===== src/rtl/skew_sync_pkg.sv =====
// Shared types and helpers for the skewed-synchronizer run controller.
package skew_sync_pkg;

    typedef enum logic [1:0] {
        IDLE  = 2'd0,
        RUN   = 2'd1,
        DRAIN = 2'd2,
        DONE  = 2'd3
    } state_t;

    // A zero length field encodes the full 2^len_w cycle range.
    function automatic int unsigned len_to_cycles(input int unsigned len_val,
                                                  input int unsigned len_w);
        return (len_val == 0) ? (32'd1 << len_w) : len_val;
    endfunction

endpackage


===== src/rtl/skew_sync_core.sv =====
// Skewed synchronizer: buffers lone in0 ones in a saturating counter and
// releases them against lone in1 ones; drain empties the buffer one per cycle.
module skew_sync_core #(
    parameter int unsigned DEP = 2
) (
    input  logic           clk,
    input  logic           rst_n,
    input  logic           en,
    input  logic           clr,
    input  logic           drain,
    input  logic           in0,
    input  logic           in1,
    output logic           out0,
    output logic [DEP-1:0] occ
);

    localparam logic [DEP-1:0] CNT_FULL = '1;
    localparam logic [DEP-1:0] CNT_ONE  = DEP'(1);

    logic [DEP-1:0] cnt;
    logic [DEP-1:0] cnt_nxt;

    always_comb begin
        out0    = 1'b0;
        cnt_nxt = cnt;
        if (drain) begin
            out0 = 1'b1;
            if (cnt != '0) begin
                cnt_nxt = cnt - CNT_ONE;
            end
        end else if (en) begin
            if (in0 == in1) begin
                out0 = in0;
            end else if (in0) begin
                // Full buffer: the new one bypasses straight to the output.
                if (cnt == CNT_FULL) begin
                    out0 = 1'b1;
                end else begin
                    cnt_nxt = cnt + CNT_ONE;
                end
            end else begin
                if (cnt != '0) begin
                    out0    = 1'b1;
                    cnt_nxt = cnt - CNT_ONE;
                end
            end
        end
        if (clr) begin
            cnt_nxt = '0;
        end
    end

    always_ff @(posedge clk or negedge rst_n) begin
        if (!rst_n) begin
            cnt <= '0;
        end else begin
            cnt <= cnt_nxt;
        end
    end

    assign occ = cnt;

endmodule


===== src/rtl/skew_sync_run_ctrl.sv =====
// Run controller: sequences one bounded run through the skewed synchronizer,
// with start/done handshake, abort and optional drain of buffered ones.
module skew_sync_run_ctrl
    import skew_sync_pkg::*;
#(
    parameter int unsigned DEP      = 2,
    parameter int unsigned LEN_W    = 8,
    parameter bit          DRAIN_EN = 1'b1
) (
    input  logic             clk,
    input  logic             rst_n,
    input  logic             start,
    input  logic             abort,
    input  logic [LEN_W-1:0] len,
    input  logic             in0,
    input  logic             in1,
    output logic             out0,
    output logic             out1,
    output logic             out_vld,
    output logic             busy,
    output logic             done,
    output logic [DEP-1:0]   occ
);

    localparam int unsigned REM_W = LEN_W + 1;

    state_t           state;
    logic [REM_W-1:0] remaining;
    logic             core_en;
    logic             core_clr;
    logic             core_drain;
    logic             core_out0;
    logic             run_ends_empty;
    logic             drain_last;

    assign core_en    = (state == RUN);
    assign core_drain = (state == DRAIN);
    assign core_clr   = abort
                      | ((state == IDLE) & start)
                      | ((state == DONE) & !DRAIN_EN);

    skew_sync_core #(
        .DEP(DEP)
    ) u_core (
        .clk   (clk),
        .rst_n (rst_n),
        .en    (core_en),
        .clr   (core_clr),
        .drain (core_drain),
        .in0   (in0),
        .in1   (in1),
        .out0  (core_out0),
        .occ   (occ)
    );

    // Predicts the post-edge occupancy being zero without exporting the core's next-state.
    assign run_ends_empty = ((occ == '0) && !(in0 && !in1))
                          || ((occ == DEP'(1)) && !in0 && in1);
    assign drain_last     = (occ == DEP'(1)) || (occ == '0);

    always_ff @(posedge clk or negedge rst_n) begin
        if (!rst_n) begin
            state     <= IDLE;
            remaining <= '0;
            busy      <= 1'b0;
            done      <= 1'b0;
        end else if (abort) begin
            state     <= IDLE;
            remaining <= '0;
            busy      <= 1'b0;
            done      <= 1'b0;
        end else begin
            case (state)
                IDLE: begin
                    done <= 1'b0;
                    if (start) begin
                        state     <= RUN;
                        remaining <= REM_W'(len_to_cycles(32'(len), LEN_W));
                        busy      <= 1'b1;
                    end
                end
                RUN: begin
                    remaining <= remaining - REM_W'(1);
                    if (remaining == REM_W'(1)) begin
                        if (DRAIN_EN && !run_ends_empty) begin
                            state <= DRAIN;
                        end else begin
                            state <= DONE;
                            done  <= 1'b1;
                        end
                    end
                end
                DRAIN: begin
                    if (drain_last) begin
                        state <= DONE;
                        done  <= 1'b1;
                    end
                end
                DONE: begin
                    state <= IDLE;
                    busy  <= 1'b0;
                    done  <= 1'b0;
                end
                default: begin
                    state     <= IDLE;
                    remaining <= '0;
                    busy      <= 1'b0;
                    done      <= 1'b0;
                end
            endcase
        end
    end

    assign out_vld = (state == RUN) || (state == DRAIN);
    assign out0    = core_out0;
    assign out1    = (state == RUN) & in1;

endmodule


===== config.mk =====
export PLATFORM = sky130hd
export DESIGN_NAME = skew_sync_run_ctrl
export DESIGN_NICKNAME = d
export VERILOG_FILES = /design/src/rtl/skew_sync_pkg.sv /design/src/rtl/skew_sync_core.sv /design/src/rtl/skew_sync_run_ctrl.sv
export SDC_FILE = /design/constraint.sdc
export NUM_CORES = 1
export LEC_CHECK = 0
export ABC_CLOCK_PERIOD_IN_PS = 1800
export CAP_MARGIN = 20
export CORE_ASPECT_RATIO = 0.75
export CORE_MARGIN = 4
export CORE_UTILIZATION = 52
export DETAILED_ROUTE_END_ITERATION = 12
export PLACE_DENSITY = 0.79
export RECOVER_POWER = 25
export SLEW_MARGIN = 20
export SYNTH_ARGS = -nofsm -noshare
export SYNTH_HDL_FRONTEND = slang
export SYNTH_HIERARCHICAL = 1
export SYNTH_SLANG_ARGS = --single-unit
export TNS_END_PERCENT = 50

===== constraint.sdc =====
create_clock -name clk -period 1.8 [get_ports clk]
set_input_delay 0.18 -clock clk [delete_from_list [all_inputs] [get_ports clk]]
set_output_delay 0.18 -clock clk [all_outputs]
set_load 0.005 [all_outputs]

==> flow_metrics.env <==
export IMPL_cts_tree="yes"
export IMPL_grt_max_degree=18
export IMPL_cp_max_fo=7
export IMPL_worstMarginPinSlew_ns=0.824
export IMPL_leakagePower_nw=0.736
export IMPL_final_hold_violation_count=0
export IMPL_yosysMostFrequentCell="dfrtp_1"
export IMPL_hpwl_um=2550
export IMPL_die_area_sq_um=3150
export IMPL_path_buf_inv=1
export IMPL_area_growth_pct=32.9
export IMPL_min_period_ns=1.76
export IMPL_core_area_sq_um=2100
export IMPL_clk_pin_slew_ns=0.09
export IMPL_synth_async_reset_ratio_pct=100
export IMPL_synth_largest_area_cell="dfrtp_1"
export IMPL_postCtsHoldBufs=0
export IMPL_cap_violations=0
export IMPL_routed_wl_um=3290
export IMPL_cts_root_buf="clkbuf_4"
export IMPL_ys_ff_latch=15
export IMPL_clk_path_buf_depth=2
export IMPL_yosys_top_cells_area="dfrtp_1 (31%), ha_1 (10%), inv_1 (3.7%)"
export IMPL_initial_core_util_pct=57.2
export IMPL_yosysUniqueCellTypes=44
export IMPL_antenna_left=0
export IMPL_nets=197
export IMPL_viasPerCell=6.18
export IMPL_reg2reg_from="state[0]"
export IMPL_cts_inserted_buffers=3
export IMPL_powerDensity_nw_per_um2=1510
export IMPL_synth_edf_count=0
export IMPL_r2r_cells=5
export IMPL_postPlaceCellArea_sq_um=1510
export IMPL_relSlewSlack_pct=45.0
export IMPL_synth_top_cell_area_share_pct=31.2
export IMPL_final_setup_viol_count=0
export IMPL_slew_viol_final=0
export IMPL_post_route_period_util_pct=97.6
export IMPL_regArea_sq_um=377
export IMPL_drt_initial_drc_count=167
export IMPL_firstDrtPassIters=4
export IMPL_globalRoute_totalOverflow=0
export IMPL_routabilityCongestion=0.898
export IMPL_cts_sinks=15
export IMPL_core_rowCount=14
export IMPL_worstPathRequired_ns=2.00
export IMPL_crit_arrival_ns=1.95
export IMPL_fillers=166
export IMPL_chipHeight_um=49.6
export IMPL_slowest_delay_ns=0.43
export IMPL_path_class="reg -> reg"
export IMPL_grt_pass1_wl_um=5580
export IMPL_final_cell_area_sq_um=1600
export IMPL_num_antenna_cells=0
export IMPL_crit_path_start_kind="flop"
export IMPL_cp_end_kind="flop"
export IMPL_grt_pass1_vias=1145
export IMPL_h_tree_depth=1
export IMPL_synthCells=136
export IMPL_wire_per_inst_um=16.8
export IMPL_die_w_um=63.5
export IMPL_r2r_setup_slack_ns=0.04
export IMPL_port_buffers=20
export IMPL_path_delay_family="compound AO/OA/AOI/OAI gates"
export IMPL_drc_errors=0
export IMPL_vias=1212
export IMPL_synth_common_cells="dfrtp_1 (15), inv_1 (12), nor2_1 (11)"
export IMPL_hold_path_class="in -> async"
export IMPL_clk_latency_ns=0.29
export IMPL_yosysWarnings=6
export IMPL_seq_area_frac_synth_pct=31.2
export IMPL_fin_skew_ns=0.00869
export IMPL_path_cells="inv_2 -> ha_1 -> a22oi_1 -> a31oi_1 -> a311oi_2"
export IMPL_synth_top_flop_cell="dfrtp_1"
export IMPL_rr_endpoint="state[0]"
export IMPL_total_power_mw=2.41
export IMPL_critPathSlowestCell="dfrtp_2"
export IMPL_syn_nets=160
export IMPL_syn_area_per_cell_sq_um=8.84
export IMPL_syn_area_sq_um=1200
export IMPL_pin_count=21
export IMPL_status="complete, no violations"
export IMPL_track_usage_pct=22.3
export IMPL_drive_gt1_share_pct=22.7
export IMPL_multi_input_area_sq_um=795
export IMPL_ir_worst_vdd_mv=0.782
export IMPL_fmax_mhz=569
export IMPL_antenna_found_initial=0
==> cells by family after synthesis <==
kind of cell / Yosys count / synth area share [%]
AO/OA/AOI/OAI: 44 / 25.9
AND/OR/NAND/NOR: 42 / 20.3
buffers and inverters: 18 / 5.83
flip-flops: 15 / 31.2
adder cells (fa/ha/maj): 11 / 11.2
multiplexers: 6 / 5.51
==> routing by layer <==
metal / GRT usage (%) / vias up / wire length, um
met2: 33.8 / 59 / 1470
met4: 4.30 / 0 / 20
met1: 32.3 / 573 / 1580
met3: 5.45 / 4 / 224
met5: 0 / - / 0
li1: - / 576 / -
==> state kept, by name, indices dropped and copies added, names as in the netlist <==
signal / count
done: 1
u_core/occ: 2
busy: 1
remaining: 9
state: 2
==> worst max path at each step <==
stage,endpoint,cells after the start,from,slack (ns)
3_5_place_dp,state[0],5,in0,-0.15
5_1_grt,state[0],5,state[0],-0.03
3_3_place_gp,state[0],5,in0,0.03
4_1_cts,out_vld,3,state[1],0.01
6_report,state[0],5,state[0],0.04
2_1_floorplan,remaining[1],6,state[1],0.15
==> power breakdown <==
group / internal, mW / total (mW) / switching, mW
clock network: 0.0828 / 0.196 / 0.113
registers: 0.459 / 0.600 / 0.142
logic: 0.773 / 1.61 / 0.838
==> per-stage QoR <==
step / utilization, % / std cells / hold WS, ns / setup WS, ns / TNS (ns)
after global placement: 71.8 / 188 / 0.515 / 0.0283 / 0
after CTS: 74.5 / 194 / 0.198 / 0.0137 / 0
after global routing: 76.0 / 196 / 0.567 / -0.0348 / -0.0348
after detailed placement: 71.8 / 188 / 0.510 / -0.150 / -0.235
after floorplan: - / 136 / -0.116 / 0.152 / 0
final: 76.0 / 196 / 0.484 / 0.0441 / 0
==> layout by cell type (no fill, tap or decap), types with 3 or more instances in the layout <==
cell             Yosys  layout
a21o_1               3       3
nand2_1              6       6
buf_4                0      16
o21ai_0              7       7
inv_2                1       6
inv_1               12       7
nand2b_1             6       6
clkbuf_4             0       3
o32ai_1              3       3
clkdlybuf4s50_1      0      16
nand3_1              3       3
a22oi_1              3       3
a21oi_1              8       8
a211oi_1             4       4
dfrtp_1             15      14
nor3_1               3       3
nor2_1              11      11
mux2i_1              4       4
ha_1                10       7
==> repair_timing <==
item,CTS,global route
pin swaps,0,2
resized for setup,10,8
buffers inserted,2,2
endpoints found under the setup margin,7,4
gates cloned,0,0
==> area by class of cell <==
class	instances	share of cell area (%)
sequential	15	23.6
timing repair buffer	37	20.0
inverter	13	3.05
tap	24	1.88
clock buffer	3	1.41
clock inverter	1	0.313
multi-input combinational	103	49.7
==> worst reg2reg max path: cells and delay by family (launching register included) <==
kind | cells | cell delay [ns]
AOI/OAI and AO/OA | 3 | 0.88
adders and majority gates | 1 | 0.28
buffers and inverters | 1 | 0.07
DFF | 1 | 0.43
(Power assumes the default switching activity.)
